--- src/rtl/tx_byte_arbiter.sv ---
// Round-robin arbiter that shares one byte-wide transmitter among NREQ sources.
// Sends one byte per grant, with a start-ack timeout and an idle gap after each byte.
module tx_byte_arbiter #(
  parameter int NREQ        = 4,
  parameter int GAP_CYCLES  = 2,
  parameter int ACK_TIMEOUT = 16
) (
  input  logic              i_clock,
  input  logic              i_reset,
  input  logic [NREQ-1:0]   i_req_valid,
  input  logic [8*NREQ-1:0] i_req_data,
  output logic [NREQ-1:0]   o_req_ready,
  output logic [7:0]        o_data,
  output logic              o_act,
  input  logic              i_busy,
  output logic [2:0]        o_grant_id,
  output logic              o_active,
  output logic              o_err
);
  localparam int IW       = (NREQ > 1) ? $clog2(NREQ) : 1;
  localparam int TW       = $clog2(ACK_TIMEOUT + 1);
  localparam int GW       = (GAP_CYCLES > 1) ? $clog2(GAP_CYCLES) : 1;
  localparam int GAP_LAST = (GAP_CYCLES > 0) ? GAP_CYCLES - 1 : 0;

  typedef enum logic [2:0] {
    IDLE       = 3'd0,
    ISSUE      = 3'd1,
    WAIT_START = 3'd2,
    WAIT_DONE  = 3'd3,
    GAP        = 3'd4
  } state_t;

  // With no gap configured, a finished or abandoned byte returns straight to arbitration.
  localparam state_t POST_BYTE = (GAP_CYCLES > 0) ? GAP : IDLE;

  state_t        state, state_nxt;
  logic [IW-1:0] last, grant, idx;
  logic          grant_vld, hit;
  logic [TW-1:0] tcnt, tcnt_nxt;
  logic [GW-1:0] gcnt, gcnt_nxt;
  logic          err_nxt;

  // Round-robin search starting just after the last granted requester.
  always_comb begin
    grant     = last;
    grant_vld = 1'b0;
    idx       = '0;
    hit       = 1'b0;
    for (int k = 1; k <= NREQ; k++) begin
      idx       = IW'((int'(last) + k) % NREQ);
      hit       = ~grant_vld & i_req_valid[idx];
      grant     = hit ? idx : grant;
      grant_vld = grant_vld | hit;
    end
  end

  // Accept is offered only while arbitrating.
  always_comb begin
    o_req_ready = '0;
    if (state == IDLE && grant_vld) begin
      o_req_ready[grant] = 1'b1;
    end else begin
      o_req_ready = '0;
    end
  end

  // Next-state, timeout and gap counting.
  always_comb begin
    state_nxt = state;
    tcnt_nxt  = tcnt;
    gcnt_nxt  = gcnt;
    err_nxt   = o_err;
    case (state)
      IDLE: begin
        if (grant_vld) begin
          state_nxt = ISSUE;
        end else begin
          state_nxt = IDLE;
        end
      end
      ISSUE: begin
        state_nxt = WAIT_START;
        tcnt_nxt  = '0;
      end
      WAIT_START: begin
        if (i_busy) begin
          state_nxt = WAIT_DONE;
        end else begin
          tcnt_nxt = (tcnt == TW'(ACK_TIMEOUT)) ? tcnt : tcnt + TW'(1);
          if (tcnt >= TW'(ACK_TIMEOUT - 1)) begin
            err_nxt   = 1'b1;
            state_nxt = POST_BYTE;
            gcnt_nxt  = '0;
          end else begin
            state_nxt = WAIT_START;
          end
        end
      end
      WAIT_DONE: begin
        if (!i_busy) begin
          state_nxt = POST_BYTE;
          gcnt_nxt  = '0;
        end else begin
          state_nxt = WAIT_DONE;
        end
      end
      GAP: begin
        if (gcnt == GW'(GAP_LAST)) begin
          state_nxt = IDLE;
        end else begin
          gcnt_nxt = gcnt + GW'(1);
        end
      end
      default: state_nxt = IDLE;
    endcase
  end

  // State, counters and registered outputs; strobe/active are registered from next state.
  always_ff @(posedge i_clock or posedge i_reset) begin
    if (i_reset) begin
      state      <= IDLE;
      last       <= IW'(NREQ - 1);
      tcnt       <= '0;
      gcnt       <= '0;
      o_data     <= 8'h00;
      o_grant_id <= 3'd0;
      o_err      <= 1'b0;
      o_act      <= 1'b0;
      o_active   <= 1'b0;
    end else begin
      state    <= state_nxt;
      tcnt     <= tcnt_nxt;
      gcnt     <= gcnt_nxt;
      o_err    <= err_nxt;
      o_act    <= (state_nxt == ISSUE);
      o_active <= (state_nxt != IDLE);
      if (state == IDLE && grant_vld) begin
        o_data     <= i_req_data[{grant, 3'b000} +: 8];
        o_grant_id <= 3'(grant);
        last       <= grant;
      end else begin
        o_data     <= o_data;
        o_grant_id <= o_grant_id;
        last       <= last;
      end
    end
  end

endmodule

--- config.mk ---
export PLATFORM = sky130hd
export DESIGN_NAME = tx_byte_arbiter
export DESIGN_NICKNAME = d
export VERILOG_FILES = /design/src/rtl/tx_byte_arbiter.sv
export SDC_FILE = /design/constraint.sdc
export NUM_CORES = 1
export LEC_CHECK = 0
export CAP_MARGIN = 20
export CORE_AREA = 2 2 66 68
export DETAILED_ROUTE_END_ITERATION = 7
export DIE_AREA = 0 0 68 70
export HOLD_SLACK_MARGIN = 0.15
export PLACE_DENSITY = 0.69
export SLEW_MARGIN = 40
export SYNTH_ARGS = -nofsm -noshare
export SYNTH_HDL_FRONTEND = slang
export SYNTH_SLANG_ARGS = --single-unit
--- constraint.sdc ---
create_clock -name i_clock -period 2.4 [get_ports i_clock]
set_input_delay 0.24 -clock i_clock [delete_from_list [all_inputs] [get_ports i_clock]]
set_output_delay 0.24 -clock i_clock [all_outputs]
set_load 0.02 [all_outputs]
# After elaboration in Yosys (flattened, before gate mapping)
# Index checks and enable logic that the tools add are counted.
# totals
regBits	24
input_bits	39
# op_classes
addsub	6
magnitude_cmp	7
n_eq_ne	10
n_shift	1
muxes	29
n_bitwise	10
reduce_logical	9
# op_table
op	count
32-bit by 6-bit variable part select with 8-bit output	1
2-bit by 3-bit less-than comparator with 1-bit output, second input constant	5
3-bit one-hot mux with 5 select lines	1
3-bit 2-to-1 mux	4
1-bit 2-to-1 mux	10
5-bit 2-to-1 mux	2
5-bit one-hot mux with 2 select lines	1
1-bit binary-select mux with 2-bit select	4
2-bit 2-to-1 mux	4
2-bit inequality test, second input constant	4
3-bit by 1-bit == test with 1-bit output, second input constant	2
3-bit by 2-bit == test with 1-bit output, second input constant	2
3-bit AND reduction	2
3-bit nonzero test	2
5-bit by 1-bit adder with 5-bit output, second input constant	1
5-bit == test, second input constant	1
5-bit by 4-bit >= comparator with 1-bit output, second input constant	1
2-bit by 1-bit adder with 2-bit output, second input constant	2
2-bit adder, second input constant	2
4-bit 2-to-1 mux	1
1-bit inverter	4
4-bit AND reduction	1
1-bit AND	3
3-bit == test, second input constant	1
8 further kinds	11

# Depth between registers and ports, before layout
# Gate-level depths: netlist (run 1).
# logic_depth
ltp_word	17
ltp_mapped	8

# Least setup slack after synthesis (run 1)
# No wires, ideal clock.
# synth_timing
path_kind	reg2out
start	register state[0]
end	output port o_req_ready[2]
arrival_time_ns	1.606
required_time_ns	2.160
setup_slack_ns	0.554
stages_incl_launch_ff	6
path_buffers	1
cell_sequence	dfrtp_1 > buf_6 > or4_4 > clkinv_1 > nand2_2 > nor2_1
# synth_via
elab_chain_len	3
# synth_rtl
element	line	rtl
start, declared	36	state_t state, state_nxt;
start signal, assigned	131	state <= state_nxt;
3-bit logical NOT	60	if (state == IDLE && grant_vld) begin
1-bit logical AND	60	
4-bit 2-to-1 mux	60	
end, declared	12	output logic [NREQ-1:0] o_req_ready,
# No other way between the ends.

# Worst setup path after layout (run 1)
# layout_timing
start	input port i_req_valid[1]
end	output port o_req_ready[0]
# layout_via
elab_chain_len	16
# layout_rtl
element	line	rtl
start, declared	10	input logic [NREQ-1:0] i_req_valid,
1-bit binary-select mux with 2-bit select	51	hit = ~grant_vld & i_req_valid[idx];
1-bit 2-to-1 mux (not written as such)	51	
1-bit inverter	51	
1-bit AND	51	
1-bit bitwise OR	53	grant_vld = grant_vld | hit;
1-bit inverter	51	
1-bit AND	51	
1-bit bitwise OR	53	
1-bit inverter	51	
1-bit AND	51	
2-bit 2-to-1 mux	52	grant = hit ? idx : grant;
2-bit by 3-bit less-than comparator with 1-bit output (not written as such) / 2-bit by 1-bit >= comparator with 1-bit output (equally long branches)	61	o_req_ready[grant] = 1'b1;
1-bit logical AND (not written as such)	61	
1-bit 2-to-1 mux (not written as such)	61	
1-bit demux with 2-bit select	61	
4-bit 2-to-1 mux (*)	60	
# Every way passes the cells marked *; elsewhere a longest branch is shown, timed or not. The select of a mux whose other input is x is not followed.

==> impl_metrics.toml, run 1 <==
[setup_path]
critical_path_class = "in2out"
worst_ep_required_time_ps = 2160
r2r-start = "tcnt[0]"
reg2reg_slack_ps = 530
crit_fanout = 4
r2r_cells = 7
cp-end-kind = "output port"
reg2reg_to = "state[1]"
crit_path_start = "i_req_valid[1]"
arrival_ps = 1990
start_kind = "primary input"

[clock_tree]
cts-root-buf = "clkbuf_8"
hold_buffers = 0
cts-buffers-inserted = 3
clk_pin_slew_ps = 80
clock_latency_ps = 270
htree_num_levels = 1
cts.sinks = 24
clk_path_buf_depth = 2
cts_tree = "yes"

[synth]
yosys-top-cells-count = "dfrtp_1, nor2_1, nand2_1, o21ai_0, o31ai_1"
syn_nets = 213
syn_area_per_cell_um2 = 9.17
synthCells = 171
synth_top_cell_by_area = "dfrtp_1"
synthTopCellsByArea = "dfrtp_1, mux2i_1, o211ai_2, nor2_1, o31ai_1"
synth_cell_types = 43
yosys.area_share.adder_pct = 2.39
synth_seq_area_share_pct = 38.5
ys_seq_elements = 24
synth_xor_area_share_pct = 0
yosys_warnings = 0
synth_compound_area_share_pct = 25.7
synth_top_family_by_area = "compound AO/OA/AOI/OAI gates"
synth_edf_count = 0
synth.most_common_cell = "dfrtp_1"
yosys.area_share.simple_pct = 22.0
synth_flop_cell = "dfrtp_1"
synthArstFlopShare_pct = 100
synth_area_um2 = 1570
synthMuxAreaShare_pct = 5.11
synth_top_area_share_pct = 35.1

[placed_design]
dp.cells = 295
hpwlAfterDp_um = 3250
gp_congestion = 0.796
port_buffers = 55

[global_routing]
grt_usage_pct = 18.5
grt_pass1_wl_um = 6770
antenna_found_initial = 0
first_global_vias = 1478
globalRouteOverflowTotal = 0
grt_max_degree = 25

[floorplanning]
die_w_um = 68
design.core.area_um2 = 4140
die-area_um2 = 4760
io_pins = 57
die_h_um = 70
row_count = 24
initial_core_util_pct = 37.8

[timing]
setup-tns-final_ps = 0
maxSlewViolCount = 0
fin_crit_sh_pct = 93.1
final-setup-viol-count = 0
max_clock_freq_mhz = 448
fin_skew_ps = 5.29
rsz0062_at_grt = "no"
finalWorstPathRequiredPeriod_ps = 2230
hold_viol = 0

[worst_hold_path]
min_path_type = "in2async"

[routing]
drcViolationCount = 0
wl_um = 4030
postRouteAntennaNets = 0
vias = 1531
drtIter0Drc = 32
dr.pass1.iters = 4
wl_per_cell_um = 13.5
routed_via_density = 5.14

[layout]
layout-drive-gt1-share_pct = 18.3
n_antenna_cell = 0
fillers = 395
finalNonFillerCells = 298
syn2layout_area_growth_pct = 50.6
final_nets = 290

[run_status]
status = "finished, final reports clean"

[job]
cap_violations = 0

[power]
p_per_area_nw_per_um2 = 1070
p_leak_nw = 1.07
ir_worst_vdd_mv = 0.658
where the power goes:
| part | leakage [nW] | internal (mW) | switching [mW] |
|---|---|---|---|
| Clock | 0.0216 | 0.112 | 0.126 |
| Sequential | 0.298 | 0.581 | 0.110 |
| Combinational | 0.747 | 0.790 | 0.804 |
| Total | 1.07 | 1.48 | 1.04 |
flip-flops by register name, summed over array words and instances (netlist names):
register,count
o_active,1
o_act,1
o_grant_id,2
o_data,8
state,3
o_err,1
tcnt,5
gcnt,1
last,2
worst max path at each step:
stage,to,slack (ps),cells past startpoint
floorplan,o_req_ready[2],550,5
global placement,o_req_ready[0],-90,7
detailed placement,o_req_ready[0],-110,7
CTS,o_req_ready[0],160,7
global route,o_req_ready[0],30,7
finish,o_req_ready[0],170,7
layer usage:
layer | track usage, % | share of wire (%) | vias to the layer above | routed length, um
li1 | - | - | 771 | -
met1 | 25.5 | 47 | 728 | 1890
met2 | 29.6 | 48 | 30 | 1940
met3 | 3.22 | 4.3 | 2 | 175
met4 | 4.89 | 0.84 | 0 | 34
met5 | 0 | 0 | - | 0
layout make-up:
cell class | count | area (um^2) | share of cell area [%]
clock buffer | 3 | 41.3 | 1.75
inverter | 7 | 26.3 | 1.11
multi-input combinational | 129 | 870 | 36.8
sequential | 24 | 603 | 25.5
tap | 52 | 65.1 | 2.76
timing repair buffer | 83 | 756 | 32.0
cells in the final DEF, fill, tap and decap left out, drive strengths merged, types with 4 or more instances in the layout:
| master | instances |
|---|---|
| nand2 | 16 |
| nor2 | 19 |
| inv | 6 |
| o31ai | 9 |
| o211ai | 8 |
| clkdlybuf4s50 | 51 |
| mux2i | 8 |
| dlygate4sd2 | 4 |
| a21bo | 7 |
| o21ai | 11 |
| buf | 28 |
| nor2b | 5 |
| nand4 | 8 |
| dfrtp | 22 |
| a21oi | 4 |
kinds of logic (layout without fill, tap and decap cells):
kind of cell,count (synthesis),after routing
buffers and inverters,18,93
adders and majority gates,3,3
and+or+nand+nor,66,66
other,1,1
DFF,24,24
AOI/OAI and AO/OA,51,51
muxes,8,8
critical path, stage by stage:
cell and delay (ps):
clkdlybuf4s50_1 470, nor4_1 70, or4_4 440, a211oi_2 150
buf_4 150, and2_1 110, dlygate4sd2_1 350
through the flow:
stage | total power [mW] | setup WS (ps) | hold WS [ps] | utilization, % | cell area, um^2
after global routing | 2.73 | 30.9 | 358 | 57.0 | 2360
after floorplan | 1.66 | 554 | 253 | - | 1570
after CTS | 2.55 | 159 | 331 | 57.0 | 2360
after global placement | 2.29 | -93.3 | 443 | 56.1 | 2320
final | 2.52 | 166 | 314 | 57.0 | 2360
after detailed placement | 2.32 | -112 | 444 | 56.1 | 2320
timing repair:
action	4_1_cts	5_1_grt
hold endpoints to repair	0	0
buffers inserted	0	0
endpoints found under the setup margin	4	0
resized for setup	4	0
Power figures use the tool's default switching activity.
==> run 2, diff against run 1 <==
==> constraint.sdc (replaced) <==
create_clock -name i_clock -period 2.4 [get_ports i_clock]
set_input_delay 0.36 -clock i_clock [delete_from_list [all_inputs] [get_ports i_clock]]
set_output_delay 0.36 -clock i_clock [all_outputs]
set_load 0.02 [all_outputs]
==> run 2 against run 1 <==
Sequential share of layout area is 0.068 points higher. Sequential cell count stayed put. Clock power is essentially flat. Combinational power is essentially flat. Register-to-register slack about the same. Critical endpoint unchanged. First-iteration DRC count is 81% higher. Utilization decreased by 0.15 points. Non-clock buffer count fell by 1. Fmax fell by 3.1%. Hold slack better by 110 ps. Total power decreased by 0.32%.
==> impl_metrics.toml, run 2 (synthesized netlist as in run 1, its figures left out) <==
[floorplanning]
die_w_um = 68
row_count = 24
die-area_um2 = 4760
design.core.area_um2 = 4140
die_h_um = 70
initial_core_util_pct = 37.8
io_pins = 57

[placed_design]
hpwlAfterDp_um = 3400
gp_congestion = 0.858
port_buffers = 55
dp_slack_ps = -373

[global_routing]
antenna_found_initial = 0
grt_usage_pct = 18.8
grt_max_degree = 15
met3_usage_pct = 3.06
met2_usage_pct = 30.3
grt_pass1_wl_um = 6920
busiest_layer = "met2"
use_met1_pct = 26.4
first_global_vias = 1479
globalRouteOverflowTotal = 0

[layout]
fillers = 377
largest_register_ffs = 8
multiInputGateArea_um2 = 886
n_antenna_cell = 0
reg.largest.list = "o_data x8, tcnt x5, state x3"
layout-drive-gt1-share_pct = 21.2
layout_commonest_cell = "clkdlybuf4s50_1"
layout_common_cells = "clkdlybuf4s50_1, buf_4, dfrtp_1"
final_nets = 289
top_register = "o_data"
syn2layout_area_growth_pct = 50.2
ff_latch_area_um2 = 603

[timing]
fin_crit_sh_pct = 96.0
fin_skew_ps = 8.18
tightestPinTransition_ps = 530
slew_headroom_pct = 64.6
maxSlewViolCount = 0
rsz0062_at_grt = "no"
max_clock_freq_mhz = 434
final-setup-viol-count = 0
fin_ws_ps = 95.0
hold_viol = 0
holdWs_ps = 428
finalWorstPathRequiredPeriod_ps = 2310

[routing]
drtIter0Drc = 58
postRouteAntennaNets = 0
dr.pass1.iters = 4
wl_per_cell_um = 14.2
drcViolationCount = 0
vias = 1521
wl_um = 4220
routed_via_density = 5.12

[setup_path]
worst_ep_required_time_ps = 2040
cp-end-kind = "output port"
arrival_ps = 1950
critical_path_class = "in2out"
r2r_cells = 7
start_kind = "primary input"
crit_fanout = 4

[power]
p_per_area_nw_per_um2 = 1070
p_leak_nw = 1.06
ir_worst_vdd_mv = 0.574

[clock_tree]
post_cts_buffers = 0
clk_path_buf_depth = 2
cts-root-buf = "clkbuf_8"
htree_num_levels = 1
cts.sinks = 24
cts-buffers-inserted = 3
clk_pin_slew_ps = 90
cts_tree = "yes"
clock_latency_ps = 260

[worst_hold_path]
min_path_type = "in2async"

[job]
cap_violations = 0

[run_status]
status = "finished, final reports clean"
-- run 2: final timing paths --
path / start / end / slack [ps]
min reg2reg: o_err / o_err / 490
min in group i_clock: o_err / o_err / 490
max in group asynchronous: i_reset / last[1] / 1370
max: i_req_valid[1] / o_req_ready[0] / 90
max reg2reg: tcnt[0] / state[1] / 540
min: i_reset / o_grant_id[0] / 430
-- run 2: layout make-up --
| type | instances | share of cell area, % |
|---|---|---|
| multi-input combinational | 129 | 37.6 |
| tap | 52 | 2.76 |
| clock buffer | 3 | 1.75 |
| timing repair buffer | 82 | 31.1 |
| sequential | 24 | 25.6 |
| inverter | 7 | 1.12 |
-- run 2: what timing repair did --
| action | CTS | global route |
|---|---|---|
| hold buffers | 0 | 0 |
| endpoints found under the setup margin | 4 | 4 |
| resized for setup | 15 | 5 |
| cloned | 0 | 0 |
| pin swaps | 0 | 0 |
-- run 2: per-layer routing --
metal / share of wire (%) / vias to the layer above
met3: 3.9 / 4
met4: 0.90 / 0
li1: - / 768
met1: 45 / 709
met5: 0 / -
met2: 50 / 40
-- run 2: power breakdown --
| group | switching (mW) | internal, mW | total, mW |
|---|---|---|---|
| logic | 0.813 | 0.768 | 1.58 |
| registers | 0.117 | 0.581 | 0.698 |
| clock network | 0.124 | 0.112 | 0.236 |
| total | 1.05 | 1.46 | 2.51 |
-- run 2: stage by stage --
stage                     utilization (%)  TNS [ps]  power [mW]  instance area, um^2  std cells
after CTS                            56.9         0        2.53                 2360        297
after detailed placement             55.9     -1380        2.30                 2320        294
after floorplan                         -         0        1.66                 1570        171
final                                56.8         0        2.51                 2350        297
after global routing                 56.8         0        2.72                 2350        297
after global placement               55.9     -1200        2.27                 2320        294
-- run 2: worst max-delay path, cell delays in order --
cell	delay [ps]
clkdlybuf4s50_1	500
nor4_2	70
or4_4	430
a211oi_2	150
buf_4	150
and2_1	110
buf_2	170
==> variant 1: new RTL, config.mk and constraints of run 2 <==
Register the output `o_err` once more, cleared by the reset; this adds one clock of latency there. The other outputs are not delayed to match.
--- a/src/rtl/tx_byte_arbiter.sv
+++ b/src/rtl/tx_byte_arbiter.sv
@@ -32,6 +32,8 @@
 
   // With no gap configured, a finished or abandoned byte returns straight to arbitration.
   localparam state_t POST_BYTE = (GAP_CYCLES > 0) ? GAP : IDLE;
+
+  logic o_err_s0;
 
   state_t        state, state_nxt;
   logic [IW-1:0] last, grant, idx;
@@ -69,7 +71,7 @@
     state_nxt = state;
     tcnt_nxt  = tcnt;
     gcnt_nxt  = gcnt;
-    err_nxt   = o_err;
+    err_nxt   = o_err_s0;
     case (state)
       IDLE: begin
         if (grant_vld) begin
@@ -124,14 +126,14 @@
       gcnt       <= '0;
       o_data     <= 8'h00;
       o_grant_id <= 3'd0;
-      o_err      <= 1'b0;
+      o_err_s0   <= 1'b0;
       o_act      <= 1'b0;
       o_active   <= 1'b0;
     end else begin
       state    <= state_nxt;
       tcnt     <= tcnt_nxt;
       gcnt     <= gcnt_nxt;
-      o_err    <= err_nxt;
+      o_err_s0 <= err_nxt;
       o_act    <= (state_nxt == ISSUE);
       o_active <= (state_nxt != IDLE);
       if (state == IDLE && grant_vld) begin
@@ -146,5 +148,13 @@
     end
   end
 
+  always_ff @(posedge i_clock or posedge i_reset) begin
+    if (i_reset) begin
+      o_err <= '0;
+    end else begin
+      o_err <= o_err_s0;
+    end
+  end
+
 endmodule
 
Check against the original RTL: same outputs for any inputs over 10 cycles, from zero or initial values and one cycle with i_reset high; that may be too few to reach the edited logic, so the function may still have changed.
==> variant 1 against run 2 <==
- hold slack got worse by 0.030 ns
- clock skew shrank 0.0062 ns
- sequential share of layout area grew 0.99 points
- setup slack got worse by 0.059 ns
- sequential cell count increased by 1
- design area increased by 0.27%
- count of clock-buffer cells in the layout unchanged
- synthesized area grew 1.6%
- wire length is 0.64% higher
- non-clock buffer count fell by 3
- fmax is 2.5% lower
- power increased by 0.93%
- cell count down 0.34%
- clock power grew 14%
==> variant 1: results (changes against run 2) <==
stage,metric,value,unit,change
status,status,finished clean,,
drt,Initial DRC Count,39,,-33%
logic_synthesis,#FFs+latches synth,25,,+4.2%
drt,wire length on met1,2010,um,+5.3%
layout,nonclk buf count,79,,-3.7%
setup_path,CP peak stage delay,0.48,ns,-0.02 ns
layout,Fillers,384,,+1.9%
layout,final layout net count,287,,-0.69%
hold_path,Worst Hold Path EP,o_err,,
drt,wire per inst,14.4,um,+0.98%
placement,hpwl dp,3320,um,-2.4%
setup_path,WP data arrival,2.00,ns,+0.05 ns
power,LEAKAGE,1.05,nW,-0.95%
global_route,largest net degree at the start of global routing,26,,+11
placement,Setup WS pre-CTS,-0.324,ns,+0.0488 ns
power,clock network fraction of total power,10.6,%,+1.2 points
sta,Hold Slack,0.398,ns,-0.0303 ns
logic_synthesis,Gate Count Post-Synth,172,,+0.58%
global_route,first-pass GRT wire length,7110,um,+2.8%
layout,share of layout cells above drive strength 1,18.9,%,-2.4 points
drt,met2 WL post-DR,1960,um,-6.9%
layout,clk cell area share,2.07,%,+0.31 points
layout,register area,628,sq um,+4.1%
logic_synthesis,dominant cells by area after synthesis,"dfrtp_1 36%, mux2i_1 5.0%, o211ai_2 4.7%",,
layout,fraction of area in multi-input gates,36.8,%,-0.79 points
global_route,Tot GR Track Use,19.4,%,+0.65 points
layout,Non-clock buffer share,30.6,%,-0.51 points
power,total power draw,2.54,mW,+0.93%
clock_tree,Clock Latency Late Sink,0.27,ns,
hold_path,worst min path class,reg2reg,,
global_route,number of global-route vias before repair,1480,,+0.068%
global_route,gr ovfl total,0,,unchanged
layout,ANT cells,0,,unchanged
power,Worst VDD drop,0.643,mV,+12%
sta,Clock Skew,0.00196,ns,-0.00622 ns
placement,GP Congestion,0.864,,+0.79%
global_route,met2 usage,30.4,%,+0.11 points
global_route,GR Layer Usage met3,2.90,%,-0.16 points
power,Seq power,0.717,mW,+3%
placement,Post-DP Area,2320,sq um,+0.11%
drt,number of vias per cell,5.19,,+1.4%
logic_synthesis,post-synthesis sequential area ratio,39.4,%,+0.97 points
logic_synthesis,Syn. warnings,0,,unchanged
clock_tree,clock root buffer,clkbuf_8,,
layout,final non-filler cell area,2360,sq um,+0.27%
## variant 1: kinds of logic (layout without fill, tap and decap cells)
family | count (synthesis) | after routing | share of synthesized area [%]
buf+inv | 18 | 90 | 5.97
flops | 25 | 25 | 39.4
simple gates | 66 | 66 | 21.7
mux | 8 | 8 | 5.03
fa+ha+maj | 3 | 3 | 2.36
other cells | 1 | 1 | 0.235
compound gates | 51 | 51 | 25.3
## variant 1: worst max path at each step
stage / startpoint / to / slack [ns] / depth (start not counted)
floorplan: state[0] / o_req_ready[2] / 0.43 / 5
global placement: i_req_valid[1] / o_req_ready[1] / -0.30 / 6
detailed placement: i_req_valid[1] / o_req_ready[0] / -0.32 / 6
CTS: i_req_valid[3] / o_req_ready[3] / 0.004 / 8
global route: i_req_valid[1] / o_req_ready[0] / -0.07 / 6
finish: i_req_valid[1] / o_req_ready[0] / 0.04 / 6
## variant 1: repair_timing
action	CTS	global route
endpoints found under the hold margin	0	0
setup endpoints to repair	4	4
resized for setup	8	4
gates cloned	0	0
==> variant 2: new RTL, flow settings as in run 2 <==
Made on the original files. `GAP_CYCLES`: 2 -> 1.
--- a/src/rtl/tx_byte_arbiter.sv
+++ b/src/rtl/tx_byte_arbiter.sv
@@ -2,7 +2,7 @@
 // Sends one byte per grant, with a start-ack timeout and an idle gap after each byte.
 module tx_byte_arbiter #(
   parameter int NREQ        = 4,
-  parameter int GAP_CYCLES  = 2,
+  parameter int GAP_CYCLES  = 1,
   parameter int ACK_TIMEOUT = 16
 ) (
   input  logic              i_clock,
Check against the original RTL: not equivalent (a bounded check fails within 10 cycles, from zero or initial values and one cycle with i_reset high).
==> variant 2 against run 2 <==
- setup slack improved by 0.076 ns
- synthesized area shrank 12%
- wire length down 15%
- cell count fell by 11%
- sequential cell count shrank 1
- clock skew fell by 0.0062 ns
- power fell by 8.2%
- design area is 8.3% lower
==> variant 2: results (changes against run 2) <==
stage,metric,value,unit,change
logic_synthesis,post-synthesis sequential area ratio,42.0,%,+3.6 points
sta,post-route minimum period,2.23,ns,-0.0756 ns
layout,share of layout cells above drive strength 1,19.7,%,-1.5 points
sta,Clock Skew,0.00201,ns,-0.00617 ns
placement,Setup WS pre-CTS,-0.279,ns,+0.0936 ns
setup_path,Worst Reg-to-Reg Cells,6,,-1
global_route,Tot GR Track Use,16.0,%,-2.8 points
placement,post-placement cell count,260,,-12%
setup_path,Reg2Reg Capture Point,tcnt[2],,
layout,Regs by FF count,"o_data x8, tcnt x5, state x3",,
status,status,finished clean,,
setup_path,worst reg-to-reg setup slack,0.57,ns,+0.03 ns
global_route,number of global-route vias before repair,1281,,-13%
drt,number of vias per cell,4.94,,-3.5%
drt,DRT Wirelength,3600,um,-15%
global_route,largest net degree at the start of global routing,24,,+9
setup_path,WP data arrival,1.87,ns,-0.08 ns
setup_path,Crit Reg-Reg Startpoint,state[0],,
layout,ANT cells,0,,unchanged
logic_synthesis,dominant cells by area after synthesis,"dfrtp_1 38%, a211oi_1 9.3%, mux2i_1 5.8%",,
power,Worst VDD drop,0.485,mV,-16%
logic_synthesis,Netlist cell types,39,,-9.3%
setup_path,Setup crit end,o_req_ready[1],,
global_route,first-pass GRT wire length,5800,um,-16%
logic_synthesis,Synth Net Count,179,,-16%
placement,hpwl dp,2820,um,-17%
drt,Initial DRC Count,60,,+3.4%
setup_path,top fanout value on the critical path,5,,+1
layout,fin cells,265,,-11%
variant 2: cell types whose count changed in the layout (fill, tap and decap cells not counted), moves of 6 or more:
cell      change
a211oi_1     +17
nand2_1      -15
o31ai_1       -9
nand4_1       -8
o31a_1        +7
a21bo_1       -6
o211ai_2      -6
o21ai_0       -6
variant 2: routing by layer:
layer / wire [um] / track usage [%] / part of all wire, %
met5: 0 / 0 / 0
met4: 68 / 6.67 / 1.9
met3: 140 / 1.45 / 3.9
met2: 1750 / 25.5 / 49
met1: 1640 / 21.9 / 46
variant 2: logic make-up after synthesis:
logic type / count (synthesis) / synth area share [%]
AOI/OAI and AO/OA: 42 / 22.5
xor gates and xnor gates: 2 / 1.27
adders and majority gates: 3 / 2.73
buffers and inverters: 12 / 4.73
DFF: 23 / 42.0
muxes: 8 / 5.82
other: 1 / 0.273
and+or+nand+nor: 46 / 20.7
variant 2: critical path: stages:
cell             delay, ns
clkdlybuf4s50_1       0.49
nor4_2                0.46
nor4_4                0.07
o21ai_1               0.22
nor2_1                0.10
clkbuf_2              0.17
variant 2: how the worst min path moves through the flow:
stage                 start            end  slack, ns  cells past startpoint
global placement      o_err          o_err       0.44                      1
floorplan           i_reset          o_act       0.36                      1
finish              i_reset  o_grant_id[0]       0.42                      3
detailed placement    o_err          o_err       0.44                      1
CTS                 i_reset  o_grant_id[0]       0.43                      3
global route          o_err          o_err       0.48                      1
variant 2: repair_timing:
item,4_1_cts,5_1_grt
buffers inserted,0,1
hold buffers,0,0
endpoints found under the setup margin,4,4
resized for setup,6,7
variant 2: area by class of cell:
cell class                      instances  area [sq um]
Tap cell                               52          65.1
Timing Repair Buffer                   78           703
Clock buffer                            3          41.3
Inverter                                6          22.5
Sequential cell                        23           578
Clock inverter                          1          5.00
Multi-Input combinational cell        102           744
Fill cell                             397          1980
variant 2: metrics by stage:
| step | hold slack (ns) | setup TNS [ns] | instance area, sq um | util, % |
|---|---|---|---|---|
| 5_1_grt | 0.480 | 0 | 2160 | 52.1 |
| 3_5_place_dp | 0.444 | -1.03 | 2120 | 51.1 |
| 4_1_cts | 0.433 | 0 | 2160 | 52.2 |
| 3_3_place_gp | 0.442 | -1.02 | 2120 | 51.1 |
| 2_1_floorplan | 0.360 | 0 | 1380 | - |
| 6_report | 0.424 | 0 | 2160 | 52.1 |
variant 2: where the power goes:
group	internal (mW)	switching, mW
Clock	0.116	0.130
Sequential	0.567	0.118
Combinational	0.689	0.688
